==> config.mk <==
export PLATFORM = sky130hd
export DESIGN_NAME = encode_stream_ctrl
export DESIGN_NICKNAME = d
export VERILOG_FILES = /design/src/rtl/encode_stream_ctrl_pkg.sv /design/src/rtl/encode_stream_ctrl_bit_packer.sv /design/src/rtl/encode_stream_ctrl.sv
export SDC_FILE = /design/constraint.sdc
export NUM_CORES = 1
export LEC_CHECK = 0
export ABC_AREA = 1
export BUFFER_PORTS_ARGS = -buffer_cell sky130_fd_sc_hd__buf_2
export CAP_MARGIN = 20
export CORE_MARGIN = 10
export CORE_UTILIZATION = 35
export DETAILED_ROUTE_END_ITERATION = 6
export PLACE_DENSITY = 0.55
export SLEW_MARGIN = 40
export SYNTH_ARGS = -nofsm -noshare
export SYNTH_HDL_FRONTEND = slang
export SYNTH_SLANG_ARGS = --single-unit
==> constraint.sdc <==
create_clock -name clk -period 2.4 [get_ports clk]
set_input_delay 0.12 -clock clk [delete_from_list [all_inputs] [get_ports clk]]
set_output_delay 0.12 -clock clk [all_outputs]
set_load 0.05 [all_outputs]
==> src/rtl/encode_stream_ctrl_pkg.sv <==
// -----------------------------------------------------------------------------
// kyber_enc_pkg
// Shared constants, FSM state type and config-legality helpers for the
// streaming ByteEncode_d packer (encode_stream_ctrl and bit_packer).
// -----------------------------------------------------------------------------
package kyber_enc_pkg;

    localparam int N_COEF   = 256; // coefficients per polynomial
    localparam int MAX_D    = 12;  // widest coefficient field
    localparam int MAX_POLY = 3;   // most polynomials per job
    localparam int ACC_W    = 20;  // 7 residual bits + 12 new bits, rounded up
    localparam int CNT_W    = 11;  // byte counter / job length width (max 1152)

    typedef enum logic [1:0] {
        IDLE = 2'd0,
        RUN  = 2'd1,
        DONE = 2'd2
    } enc_state_e;

    function automatic logic legal_d(input logic [3:0] d);
        return (d != 4'd0) && (d <= 4'(MAX_D));
    endfunction

    function automatic logic legal_k(input logic [1:0] k);
        return (k != 2'd0) && (k <= 2'(MAX_POLY));
    endfunction

endpackage

==> src/rtl/encode_stream_ctrl_bit_packer.sv <==
// -----------------------------------------------------------------------------
// bit_packer
// LSB-first bit accumulator. A push appends the low push_width_i bits of
// push_data_i above the bits already held; a pop drops the lowest byte.
// The caller guarantees push only when count_o < 8 and pop only when
// count_o >= 8, so the two never occur together.
//
// Ports
//   clk, rst       clock, asynchronous active-high reset
//   push_i         append a field this cycle
//   push_data_i    field source; bits at and above push_width_i are ignored
//   push_width_i   field width, 1..12
//   pop_i          discard the lowest 8 bits this cycle
//   pop_data_o     lowest 8 bits of the accumulator
//   count_o        number of valid bits held (0..19)
// -----------------------------------------------------------------------------
module bit_packer
    import kyber_enc_pkg::*;
(
    input  logic        clk,
    input  logic        rst,
    input  logic        push_i,
    input  logic [15:0] push_data_i,
    input  logic [3:0]  push_width_i,
    input  logic        pop_i,
    output logic [7:0]  pop_data_o,
    output logic [4:0]  count_o
);

    logic [ACC_W-1:0] acc_q, acc_d;
    logic [ACC_W-1:0] push_mask, push_bits;
    logic [4:0]       bit_cnt_q, bit_cnt_d;

    // NOTE: every variable gets a default at the top of always_comb so no
    // path leaves it unassigned, which would otherwise infer a latch.
    always_comb begin
        acc_d     = acc_q;
        bit_cnt_d = bit_cnt_q;
        push_mask = (ACC_W'(1) << push_width_i) - ACC_W'(1);
        push_bits = ACC_W'(push_data_i) & push_mask;

        if (push_i) begin
            // bit_cnt_q < 8 on push, so a 12-bit field ends at bit 18 at most
            acc_d     = acc_q | (push_bits << bit_cnt_q);
            bit_cnt_d = bit_cnt_q + {1'b0, push_width_i};
        end else if (pop_i) begin
            acc_d     = acc_q >> 8;
            bit_cnt_d = bit_cnt_q - 5'd8;
        end
    end

    // NOTE: state registers use non-blocking assignments so every flop
    // samples pre-edge values regardless of process ordering.
    always_ff @(posedge clk or posedge rst) begin
        if (rst) begin
            acc_q     <= '0;
            bit_cnt_q <= '0;
        end else begin
            acc_q     <= acc_d;
            bit_cnt_q <= bit_cnt_d;
        end
    end

    assign pop_data_o = acc_q[7:0];
    assign count_o    = bit_cnt_q;

endmodule

==> src/rtl/encode_stream_ctrl.sv <==
// -----------------------------------------------------------------------------
// encode_stream_ctrl
// Streaming ByteEncode_d: takes one coefficient per handshake, keeps its low
// D bits and emits the little-endian packed stream as bytes. One job encodes
// K polynomials of 256 coefficients, i.e. K*32*D bytes.
//
// Ports
//   clk, rst                     clock, asynchronous active-high reset
//   start, d_sel, num_poly       job request and config (sampled in IDLE)
//   busy, done, err              job status; done/err are one-cycle pulses
//   coef_valid/ready/data        coefficient input stream
//   byte_valid/ready/data/last   packed byte output stream
// -----------------------------------------------------------------------------
module encode_stream_ctrl
    import kyber_enc_pkg::*;
(
    input  logic        clk,
    input  logic        rst,
    input  logic        start,
    input  logic [3:0]  d_sel,
    input  logic [1:0]  num_poly,
    output logic        busy,
    output logic        done,
    output logic        err,
    input  logic        coef_valid,
    output logic        coef_ready,
    input  logic [15:0] coef_data,
    output logic        byte_valid,
    input  logic        byte_ready,
    output logic [7:0]  byte_data,
    output logic        byte_last
);

    enc_state_e       state_q, state_d;
    logic [3:0]       d_q, d_d;
    logic [1:0]       k_q, k_d;
    logic [CNT_W-1:0] total_q, total_d;
    logic [7:0]       coef_cnt_q, coef_cnt_d;
    logic [1:0]       poly_cnt_q, poly_cnt_d;
    logic [CNT_W-1:0] byte_cnt_q, byte_cnt_d;
    logic             err_q, err_d;

    logic [4:0]       bit_cnt;
    logic             coef_fire, byte_fire;

    bit_packer u_packer (
        .clk          (clk),
        .rst          (rst),
        .push_i       (coef_fire),
        .push_data_i  (coef_data),
        .push_width_i (d_q),
        .pop_i        (byte_fire),
        .pop_data_o   (byte_data),
        .count_o      (bit_cnt)
    );

    // Handshakes: coefficient intake only while less than a byte is held,
    // byte output only while at least a byte is held.
    always_comb begin
        coef_ready = (state_q == RUN) && (bit_cnt < 5'd8) && (poly_cnt_q < k_q);
        byte_valid = (state_q == RUN) && (bit_cnt >= 5'd8);
        byte_last  = byte_valid && (byte_cnt_q == total_q - CNT_W'(1));
        coef_fire  = coef_valid && coef_ready;
        byte_fire  = byte_valid && byte_ready;
        busy       = (state_q == RUN);
        done       = (state_q == DONE);
        err        = err_q;
    end

    always_comb begin
        state_d    = state_q;
        d_d        = d_q;
        k_d        = k_q;
        total_d    = total_q;
        coef_cnt_d = coef_cnt_q;
        poly_cnt_d = poly_cnt_q;
        byte_cnt_d = byte_cnt_q;
        err_d      = 1'b0;

        case (state_q)
            IDLE: begin
                if (start) begin
                    if (legal_d(d_sel) && legal_k(num_poly)) begin
                        state_d    = RUN;
                        d_d        = d_sel;
                        k_d        = num_poly;
                        // 256 coefficients * D bits / 8 = 32*D bytes per poly
                        total_d    = CNT_W'(num_poly) * CNT_W'(d_sel) * CNT_W'(N_COEF / 8);
                        coef_cnt_d = '0;
                        poly_cnt_d = '0;
                        byte_cnt_d = '0;
                    end else begin
                        err_d = 1'b1;
                    end
                end
            end
            RUN: begin
                if (coef_fire) begin
                    coef_cnt_d = coef_cnt_q + 8'd1;
                    if (coef_cnt_q == 8'(N_COEF - 1)) begin
                        poly_cnt_d = poly_cnt_q + 2'd1;
                    end
                end
                if (byte_fire) begin
                    byte_cnt_d = byte_cnt_q + CNT_W'(1);
                    if (byte_last) begin
                        state_d = DONE;
                    end
                end
            end
            DONE: begin
                state_d = IDLE;
            end
            default: begin
                state_d = IDLE;
            end
        endcase
    end

    always_ff @(posedge clk or posedge rst) begin
        if (rst) begin
            state_q    <= IDLE;
            d_q        <= '0;
            k_q        <= '0;
            total_q    <= '0;
            coef_cnt_q <= '0;
            poly_cnt_q <= '0;
            byte_cnt_q <= '0;
            err_q      <= 1'b0;
        end else begin
            state_q    <= state_d;
            d_q        <= d_d;
            k_q        <= k_d;
            total_q    <= total_d;
            coef_cnt_q <= coef_cnt_d;
            poly_cnt_q <= poly_cnt_d;
            byte_cnt_q <= byte_cnt_d;
            err_q      <= err_d;
        end
    end

endmodule

## Yosys cells after proc, flatten, opt, wreduce, memory -nomap -nowiden

Index checks and enable logic that the tools add are counted.

| storage, ports and cells | value |
|---|---|
| bits in registers | 61 |
| logic and storage cells | 81 |

| cells by class | value |
|---|---|
| mux-type cells | 25 |
| bitwise operators | 2 |
| eq/ne operators | 10 |
| reductions and logical operators | 19 |
| order comparisons | 5 |
| shifts and indexed selects | 2 |
| add/subtract/negate cells | 7 |
| $mul | 1 |

Operators with widths:

| cell | number |
|---|---|
| $mux W20 | 2 |
| $mux W11 | 3 |
| $mux W8 | 3 |
| $pmux W11 S2 | 1 |
| $and A16 B20 Y20 | 1 |
| $or A20 B20 Y20 | 1 |
| $shl A1 B4 Y20 const A | 1 |
| $shl A20 B5 Y20 | 1 |
| $sub A20 B2 Y20 const B | 1 |
| $mux W2 | 8 |
| $pmux W8 S2 | 1 |
| $reduce_and A4 Y1 | 3 |
| $add A11 B1 Y11 const B | 1 |
| $eq A11 B11 Y1 | 1 |
| $sub A11 B1 Y11 const B | 1 |
| $mux W5 | 2 |
| $logic_and A1 B1 Y1 | 9 |
| $add A8 B1 Y8 const B | 1 |
| $eq A8 B8 Y1 const B | 1 |
| $ne A2 B1 Y1 const B | 4 |
| $pmux W2 S2 | 2 |
| $mul A2 B4 Y6 | 1 |
| $reduce_bool A2 Y1 | 3 |
| $add A5 B4 Y5 | 1 |
| 15 further kinds | 18 |

## Logic depth before layout (Yosys ltp)

Gate-level depths: netlist (run 1).

| depth | value |
|---|---|
| depth in word-level cells | 6 |
| gate-level depth with buffers | 17 |
| gate-level depth less buffers | 16 |

## By module

Synthesis (run 1) repeated with hierarchy kept, for this count alone.

| second synthesis, totals | value |
|---|---|
| cells, all modules | 723 |
| area total of the unflattened synthesis | 4775.8 µm² |

By module, submodules not included:

| module | area each (µm²) | sequential area each (µm²) | instances | cells an instance |
|---|---|---|---|---|
| bit_packer | 2414.8 | 625.6 | 1 | 395 |
| encode_stream_ctrl | 2361.0 | 900.9 | 1 | 328 |

## Least setup slack after synthesis (run 1)

OpenSTA, ideal clock, no wires.

| timing path | value |
|---|---|
| path type | reg-to-reg |
| from | reg u_packer.bit_cnt_q[3] (netlist: u_packer.count_o[3]) |
| to | reg state_q[1] |
| arrival time | 2586 ps |
| slack | -255 ps |
| stages on the path, launching flop included | 11 |
| period minus slack after synthesis | 2655 ps |
| data required time | 2331 ps |
| library setup time | 69 ps |
| path buffers | 1 |
| path through | dfrtp_1 -> clkbuf_1 -> inv_1 -> ha_1 -> nand2_2 -> nand2_2 -> inv_1 -> nand2_1 -> nor2_1 -> nand4_1 -> inv_1 |

| between the ends | value |
|---|---|
| cells in the longest elaborated chain, start to end | 5 |
| elaborated cells on any way between the ends | 7 |
| classes of those cells | order compare: 1; eq/ne: 2; reduce/logical: 4 |

Ends and longest elaborated chain:

| item | RTL line | text |
|---|---|---|
| from (decl) | encode_stream_ctrl_bit_packer.sv:32 | `logic [4:0] bit_cnt_q, bit_cnt_d;` |
| from (signal assigned) | encode_stream_ctrl_bit_packer.sv:60 | `bit_cnt_q <= bit_cnt_d;` |
| $ge A5 B4 Y1 | encode_stream_ctrl.sv:61 | `byte_valid = (state_q == RUN) && (bit_cnt >= 5'd8);` |
| $logic_and A1 B1 Y1 | encode_stream_ctrl.sv:61 |  |
| via byte_valid | encode_stream_ctrl.sv:28 | `output logic byte_valid,` |
| $logic_and A1 B1 Y1 | encode_stream_ctrl.sv:62 | `byte_last = byte_valid && (byte_cnt_q == total_q - CNT_W'(1));` |
| via byte_last | encode_stream_ctrl.sv:31 | `output logic byte_last` |
| $ne A2 B1 Y1 (no line) | - |  |
| $reduce_and A4 Y1 (no line) | - |  |
| to (signal assigned) | encode_stream_ctrl.sv:131 | `state_q <= state_d;` |
| to (decl) | encode_stream_ctrl.sv:34 | `enc_state_e state_q, state_d;` |

The timed path passes the listed nets, and every way through them passes these cells.
A chain may end at the register's enable or synchronous reset.

## Worst setup path in the final report (run 1)

| timing path | value |
|---|---|
| from | reg total_q[5] |
| to | out byte_last |

| between the ends | value |
|---|---|
| cells in the longest elaborated chain, start to end | 3 |

Ends and longest elaborated chain:

| item | RTL line | text |
|---|---|---|
| from (decl) | encode_stream_ctrl.sv:37 | `logic [CNT_W-1:0] total_q, total_d;` |
| from (signal assigned) | encode_stream_ctrl.sv:134 | `total_q <= total_d;` |
| $sub A11 B1 Y11 | encode_stream_ctrl.sv:62 |  |
| $eq A11 B11 Y1 | encode_stream_ctrl.sv:62 |  |
| $logic_and A1 B1 Y1 | encode_stream_ctrl.sv:62 |  |
| to (decl) | encode_stream_ctrl.sv:31 |  |

No other way between the ends.

==> results by stage, run 1 <==
Worst setup path:
- The signal on the critical path passes through inv_1 -> ha_1 -> a21oi_1 -> nand2_1 -> nor3_1 -> nand4_1 -> nor2_4 -> clkbuf_4.
- The cell at the slowest stage of the critical path is sky130_fd_sc_hd__dfrtp_1.
- The cell depth of the worst flop-to-flop path is 15.
- Data on the critical path is required at its endpoint by 2.28 ns.
- The worst setup path is of the reg2out kind.
- In this design, the largest share of critical-path delay is due to simple AND/OR/NAND/NOR gates.
- The endpoint identified for the worst register-to-register timing path is u_packer.acc_q[18].
- The origin of the critical flop-to-flop path is d_q[0].
- The critical path's largest stage delay is 0.38 ns.
- The worst register-to-register path has a setup slack of 0.23 ns.
- The critical path buffer and inverter count is 2.
- Along the worst path, the maximum fanout reaches 4.
- At the worst endpoint, the arrival time is 2.16 ns.
- The nature of the critical path endpoint is an output pin.
- The startpoint type of the worst setup path is a register.

Yosys:
- After synthesis, the share of flip-flops with an asynchronous set or reset is 1.000.
- The cell type with the largest total area after synthesis is sky130_fd_sc_hd__dfrtp_1.
- The cell count after synthesis came out at 683.
- After synthesis, the cell types taking the most area are sky130_fd_sc_hd__dfrtp_1 33%, sky130_fd_sc_hd__nand2_1 16%, sky130_fd_sc_hd__nand3_1 8.3%.
- The most instantiated library cell after synthesis is sky130_fd_sc_hd__nand2_1.
- For this run, the number of Yosys warnings is 0.
- The share of synthesized area in the top cell type comes to 0.3286.
- The most used flip-flop cell after synthesis is sky130_fd_sc_hd__dfrtp_1.
- The number of nets handed over by synthesis was 725.
- The count of different cell masters after synthesis is 48.
- The post-synthesis sequential area ratio is 0.3286.
- After synthesis, the mean cell area works out to 6.802 µm².
- In this run the cell area of the synthesized design comes to 0.004646 mm².
- The synthesized design contains 0 enable-type register cells.
- Ranked by instance count, the synthesized netlist is headed by 195 x sky130_fd_sc_hd__nand2_1, 77 x sky130_fd_sc_hd__nand3_1, 74 x sky130_fd_sc_hd__inv_1.
- The flop and latch count out of synthesis is 61.

Layout:
- Compared with the post-synthesis result, the final layout area differs by 15.86%.
- In the final design database the tool counted 764 nets.
- The fraction of layout instances using a drive strength above 1 is 0.1486.
- The multi-input combinational cells in the finished layout cover a total of 0.002633 mm².
- Once layout is complete, the utilization of the core stands at 0.4097.
- The total of fill cells in the finished design is 1,405.
- The final standard cell count with taps included and fillers excluded is 903.
- The register area is 0.001528 mm².
- The number of diodes is 0.

Pwr:
- The completed layout was analyzed and its total power is 6.997 mW.
- In this run the static leakage power is 2.691 nW.
- The power per cell area is 1300 mW/mm².
- IR analysis of the VDD net gives a maximum drop of 567.2 µV.

STA:
- Clock skew on the completed layout was measured at 0.005698 ns.
- The highest achievable clock rate is 0.4389 GHz.
- The slew at the pin with the worst max-slew slack is 0.5686 ns.
- Summed over all failing endpoints, the final setup total negative slack is 0 ns.
- The worst path needs 2.279 ns of the cycle, external delays included.
- The final number of setup-violating endpoints is 0.
- Final hold analysis gives a worst-case slack of 0.04193 ns.
- Of the available clock period, the critical path in the final layout requires 0.9494.
- The total count of hold-check failures in the final report came to 0.
- The total count of max-transition violations in the final report came to 0.
- Setup repair after global routing left no endpoint under its margin.
- The worst pin sits at a relative slew slack of 0.6196.

Floorplanning:
- The floorplan row count is 42.
- For this configuration, the core starts out at a cell density of 0.3536.
- The height of the chip is 135.2 µm.
- The width of the die is 135.2 µm.
- The count of boundary I/O pins is 41.
- The floorplan step defined a die boundary enclosing 0.01828 mm².
- The placeable core region is 0.01314 mm².

Route:
- In the final routed layout, each cell accounts on average for 13.92 µm.
- The DRC violations left is 0.
- The post-detailed-route count of antenna-violating nets is 0.
- The count of TritonRoute iterations in the first routing pass is 5.
- The via count normalized by instance count is 4.969.
- The final routed wirelength across all metal layers is 12,570 µm.
- The violation count after the first detailed-route iteration is 302.
- The routed layout has 4,487 vias.

Global routing:
- Entering global routing, the biggest net connects 62 pins.
- The number of global-route vias before repair is 4,523.
- The wire length of the first global-routing pass is 21,620 µm.
- The number of antenna violations at the first check in global routing was 0.
- The remaining global-route overflow is 0.
- The global-route usage over all layers is 0.1431.

Placed design:
- Buffers placed on the I/O ports in this run total 39.
- At the end of routability-driven placement, the weighted congestion stood at 0.8836.
- The half-perimeter wire length after detailed placement is 9788 µm.
- The number of cells in the design after placement is 886.

Clocking:
- CTS built an H-tree with a depth of 3.
- The insertion delay of the later-clocked pin in the worst-skew pair is 0.33 ns.
- The total CTS buffers is 9.
- The clock net in this run drives a total of 61 sinks.
- The root buffer cell is sky130_fd_sc_hd__clkbuf_16.
- The CTS clock-pin slew for the worst setup and hold paths is 0.05 ns.
- TritonCTS built the clock tree.
- The maximum root-to-sink buffer count is 2.

Worst hold path:
- The origin of the worst min-delay path is start.
- Counting instances, the worst hold path has a depth of 3.
- The end point of the worst hold path is err.
- The min-delay analysis places its worst path in the category in2reg.

Status:
- The run finished with clean final reports.

Run:
- The max capacitance violation total is 0.
-- stage by stage --
| stage | setup WS (ns) | instance area [µm²] |
|---|---|---|
| after floorplan | 0.1047 | 4653 |
| after global placement | 0.2195 | 5040 |
| after detailed placement | 0.1922 | 5040 |
| after CTS | 0.06460 | 5376 |
| after global routing | 0.004210 | 5383 |
| final | 0.1213 | 5383 |
-- layer usage --
metal	wire length, µm	track usage	vias to the layer above
met2	6320	0.2491	68
met4	88	0.04246	0
li1	-	-	2305
met1	5686	0.1726	2102
met3	478	0.03079	12
met5	0	0	-
-- worst max path at each step --
stage / cells after the start / to / startpoint
3_3_place_gp: 9 / u_packer.acc_q[5] / d_q[0]
6_report: 8 / byte_last / total_q[5]
4_1_cts: 8 / byte_last / byte_cnt_q[0]
3_5_place_dp: 10 / u_packer.acc_q[5] / d_q[0]
2_1_floorplan: 14 / u_packer.acc_q[9] / u_packer.count_o[3]
5_1_grt: 8 / byte_last / byte_cnt_q[0]
-- worst register-to-register path: cells and delay by family, from the launching register on --
kind                       cells  cell delay (ns)
and+or+nand+nor               12             1.00
DFF                            1             0.45
adders and majority gates      1             0.37
AOI/OAI and AO/OA              1             0.13
buffers and inverters          1             0.10
-- state kept, by name, indices dropped and copies added, names as in the netlist, 2 cells and up --
signal and cells:
byte_cnt_q 11, state_q 2, poly_cnt_q 2, u_packer.count_o 5, d_q 4, u_packer.acc_q 20, k_q 2, coef_cnt_q 8
total_q 6
-- power by group --
part	internal, mW	switching (mW)	leakage [nW]
registers	1.34	0.243	0.804
clock network	0.961	0.450	0.163
logic	1.26	2.75	1.72
total	3.56	3.44	2.69
-- cell type report --
class / instances / area share
multi-input combinational: 507 / 0.4891
sequential: 61 / 0.2838
clock buffer: 12 / 0.04765
tap: 176 / 0.04091
timing repair buffer: 57 / 0.06462
inverter: 86 / 0.06090
clock inverter: 4 / 0.01302
-- kinds of logic after synthesis --
logic type | share of synthesized area
AOI/OAI and AO/OA | 0.1015
xor gates and xnor gates | 0.02828
adders and majority gates | 0.04363
buffers and inverters | 0.1069
DFF | 0.3286
muxes | 0.002155
and+or+nand+nor | 0.3889
-- cells in the final DEF, fill, tap and decap left out, drive strengths merged, types with 6 or more instances in the layout --
| cell | n |
|---|---|
| a21oi | 21 |
| buf | 55 |
| clkbuf | 13 |
| dfrtp | 61 |
| ha | 13 |
| inv | 84 |
| nand2 | 202 |
| nand3 | 78 |
| nand4 | 23 |
| nor2 | 62 |
| nor3 | 14 |
| o21a | 6 |
| o21ai | 37 |
| xnor2 | 7 |
| xor2 | 8 |
-- timing repair --
item / in CTS / in global routing
hold buffers: 1 / 0
endpoints found under the hold margin: 61 / 0
resized for setup: 0 / 3
setup buffers: 0 / 0
setup endpoints to repair: 0 / 13
(Power assumes the default switching activity.)
==> run 2, diff against run 1 <==
CORE_UTILIZATION = 61   (was 35)
PLACE_DENSITY = 0.84   (was 0.55)
==> run 2 against run 1 <==
  * Cell count shrank 8.5%
  * Routed wire length shrank 0.24%
  * Non-clock buffer count is the same
  * Clock-buffer cell count shrank 2
  * Flip-flop and latch count is the same
  * Register-to-register slack lost 0.05 ns
  * Critical path type unchanged
  * Critical endpoint unchanged
  * Highest routed layer unchanged
==> results by stage, run 2 (same netlist as run 1, synthesis figures left out) <==
Status:
- The flow ran to the end, and the final reports show no timing, DRC or antenna violations.

Clocking:
- The maximum root-to-sink buffer count is 2.
- The CTS clock-pin slew for the worst setup and hold paths is 0.06 ns.
- The later pin in the worst-skew pair is clocked with a latency of 0.36 ns.
- In this run the clock root is driven by a sky130_fd_sc_hd__clkbuf_8.
- Counting the buffers created by CTS gives 9.
- TritonCTS built the clock tree.
- Counting every sink on the clock net gives 61.
- Once the clock tree was built, the setup fixing pass inserted 0 buffers.
- The number of levels in the clock H-tree is 3.

Global routing:
- The number of global-route vias before repair was 4,587.
- The first global-routing pass estimated 20,990 µm of wire.
- The number of antenna violations at the first check in global routing is 0.
- For this run the aggregate overflow at the end of global routing stands at 0.
- The global-route usage over all layers is 0.2227.
- The pin count of the biggest net entering global routing is 62.

STA:
- The worst max-slew margin expressed relative to the limit is 0.5896.
- The total count of hold-check failures in the final report is 0.
- The highest achievable clock rate is 0.4311 GHz.
- The final number of setup-violating endpoints is 0.
- The clock period minus worst slack is 2.319 ns.
- Setup repair after global routing left no endpoint under its margin.
- At the pin with the least slew margin, the transition time is 0.6133 ns.
- The largest clock skew in the final design is 0.01399 ns.
- The total count of max-transition violations in the final report is 0.
- Summed over all failing endpoints, the final setup total negative slack is 0 ns.
- Across all hold checks on the routed design, the worst slack comes to 0.05537 ns.
- The period utilization is 0.9664.

Worst setup path:
- The gate family responsible for the most delay along the worst path is simple AND/OR/NAND/NOR gates.
- For the worst setup path, the data arrival time is 2.20 ns.
- The flop-to-flop setup slack is 0.18 ns.
- The nature of the critical path endpoint is an output pin.
- For this design, the slowest cell found on the critical path is sky130_fd_sc_hd__dfrtp_1.
- Of all nets on the critical path, the largest fanout is 4.
- The required time of the critical path is 2.28 ns.
- The startpoint type of the worst setup path is a register.
- On the worst path, the slowest cell contributes a delay of 0.39 ns.
- Traced cell by cell, the critical path runs through inv_1 -> ha_1 -> a21oi_1 -> nand2_1 -> nor3_2 -> nand4_1 -> nor2_4 -> clkbuf_4.
- Counting both buffers and inverters, the worst setup path holds a total of 2.
- The setup path with the least slack is of type reg2out.

Pwr:
- The leakage power total is 2.637 nW.
- Of the total power, the share spent switching nets is 0.5243.
- After layout, the design draws a total of 6.705 mW.
- The maximum VDD drop is 828.2 µV.
- Summed over all nets, the switching power comes to 3.515 mW.
- The cell-internal power is 3.190 mW.
- Of the total power, registers draw 0.239.
- Of the total power, the clock network draws 0.151.
- The power per cell area is 1294 mW/mm².
- Of the total power, combinational logic draws 0.610.

Route:
- The post-detailed-route count of antenna-violating nets is 0.
- The violation count after the first detailed-route iteration is 285.
- The final routed wirelength across all metal layers is 12,540 µm.
- The per-cell routed wire length is 15.19 µm.
- The routed layout has 4,684 vias.
- The count of TritonRoute iterations in the first routing pass is 5.
- After detailed routing, the number of remaining DRC violations is 0.
- The via count normalized by instance count is 5.671.

Layout:
- The largest registers in the layout are u_packer.acc_q (20), byte_cnt_q (11), coef_cnt_q (8).
- The number of flip-flops in the largest register is 20.
- The cell area after layout is 0.005181 mm².
- From synthesis to final layout, the design area changed by 11.53%.
- In the layout the commonest cells are 195 x sky130_fd_sc_hd__nand2_1, 77 x sky130_fd_sc_hd__nand3_1, 72 x sky130_fd_sc_hd__inv_1.
- The repair_antennas step left the layout with diodes totalling 0.
- Leaving out fill and tap cells, the most frequent cell in the layout is sky130_fd_sc_hd__nand2_1.
- The final net count is 764.
- The register with the most flip-flops is u_packer.acc_q.
- The fraction of layout instances using a drive strength above 1 is 0.1513.
- The finished layout holds 826 standard cells, fillers aside.

Floorplanning:
- In this run the count of I/O pins placed on the die edge is 41.
- The starting utilization of the core area is 0.6337.
- The floorplan row count is 31.
- The area of the die is 0.01151 mm².
- The die is 107.3 µm wide.
- The floorplan step set the die height to 107.3 µm.
- The placeable core region is 0.007331 mm².

Placed design:
- The cell area after placement is 0.004943 mm².
- The number of cells in the design after placement is 809.
- The count of input and output buffers is 39.
- Detailed placement finished with a half-perimeter wire length of 9384 µm.
- The routability congestion estimate is 0.9409.

Run:
- The max capacitance violation total is 0.

Worst hold path:
- The class of the most critical hold timing path is in2reg.
-- run 2: cell count changes in the layout (fill, tap and decap cells not counted), sizes merged --
cell	before	now
clkbuf	13	11
clkinv	4	6
-- run 2: worst paths after layout --
| check | from | end | cells past startpoint |
|---|---|---|---|
| max in group asynchronous | rst | u_packer.count_o[0] | 4 |
| hold / removal | num_poly[1] | k_q[1] | 3 |
| setup / recovery | total_q[5] | byte_last | 8 |
| setup reg to reg | d_q[0] | u_packer.acc_q[5] | 10 |
| min in group asynchronous | rst | u_packer.acc_q[10] | 4 |
| hold reg to reg | u_packer.acc_q[13] | u_packer.acc_q[13] | 2 |
-- run 2: power by group through the flow --
stage	Clock [mW]	Combinational, mW	Sequential [mW]
2_1_floorplan	0	3.13	1.56
3_3_place_gp	0	3.91	1.59
3_5_place_dp	0	4.01	1.60
4_1_cts	1.02	4.03	1.59
5_1_grt	1.07	4.53	1.63
6_report	1.01	4.09	1.60
-- run 2: layer usage --
metal / track usage / vias up / part of all wire
met2: 0.3935 / 195 / 0.50
met4: 0.09091 / 0 / 0.030
met1: 0.2515 / 2139 / 0.40
li1: - / 2309 / -
met5: 0 / - / 0
met3: 0.05210 / 41 / 0.066
-- run 2: metrics by stage --
| stage | util | setup WS [ns] |
|---|---|---|
| final | 0.7068 | 0.08056 |
| after global routing | 0.7068 | 0.001720 |
| after CTS | 0.7051 | 0.06127 |
| after detailed placement | 0.6743 | 0.1776 |
| after global placement | 0.6743 | 0.2483 |
| after floorplan | - | 0.1047 |
-- run 2: tightest hold or removal path: stages --
cell and delay [ns]:
sky130_fd_sc_hd__buf_2 0.13, sky130_fd_sc_hd__nand2_1 0.06, sky130_fd_sc_hd__o21ai_0 0.06
-- run 2: final cells by class --
type,instances,area [µm²]
Inverter,86,327.8
Sequential cell,61,1526
Tap cell,99,123.9
Timing Repair Buffer,57,347.8
Clock buffer,10,127.6
Clock inverter,6,87.58
Multi-Input combinational cell,507,2640
Fill cell,613,2150
-- run 2: what timing repair did --
action,in CTS,in global routing
endpoints found under the setup margin,0,13
hold buffers,1,0
endpoints found under the hold margin,61,0
resized for setup,0,5
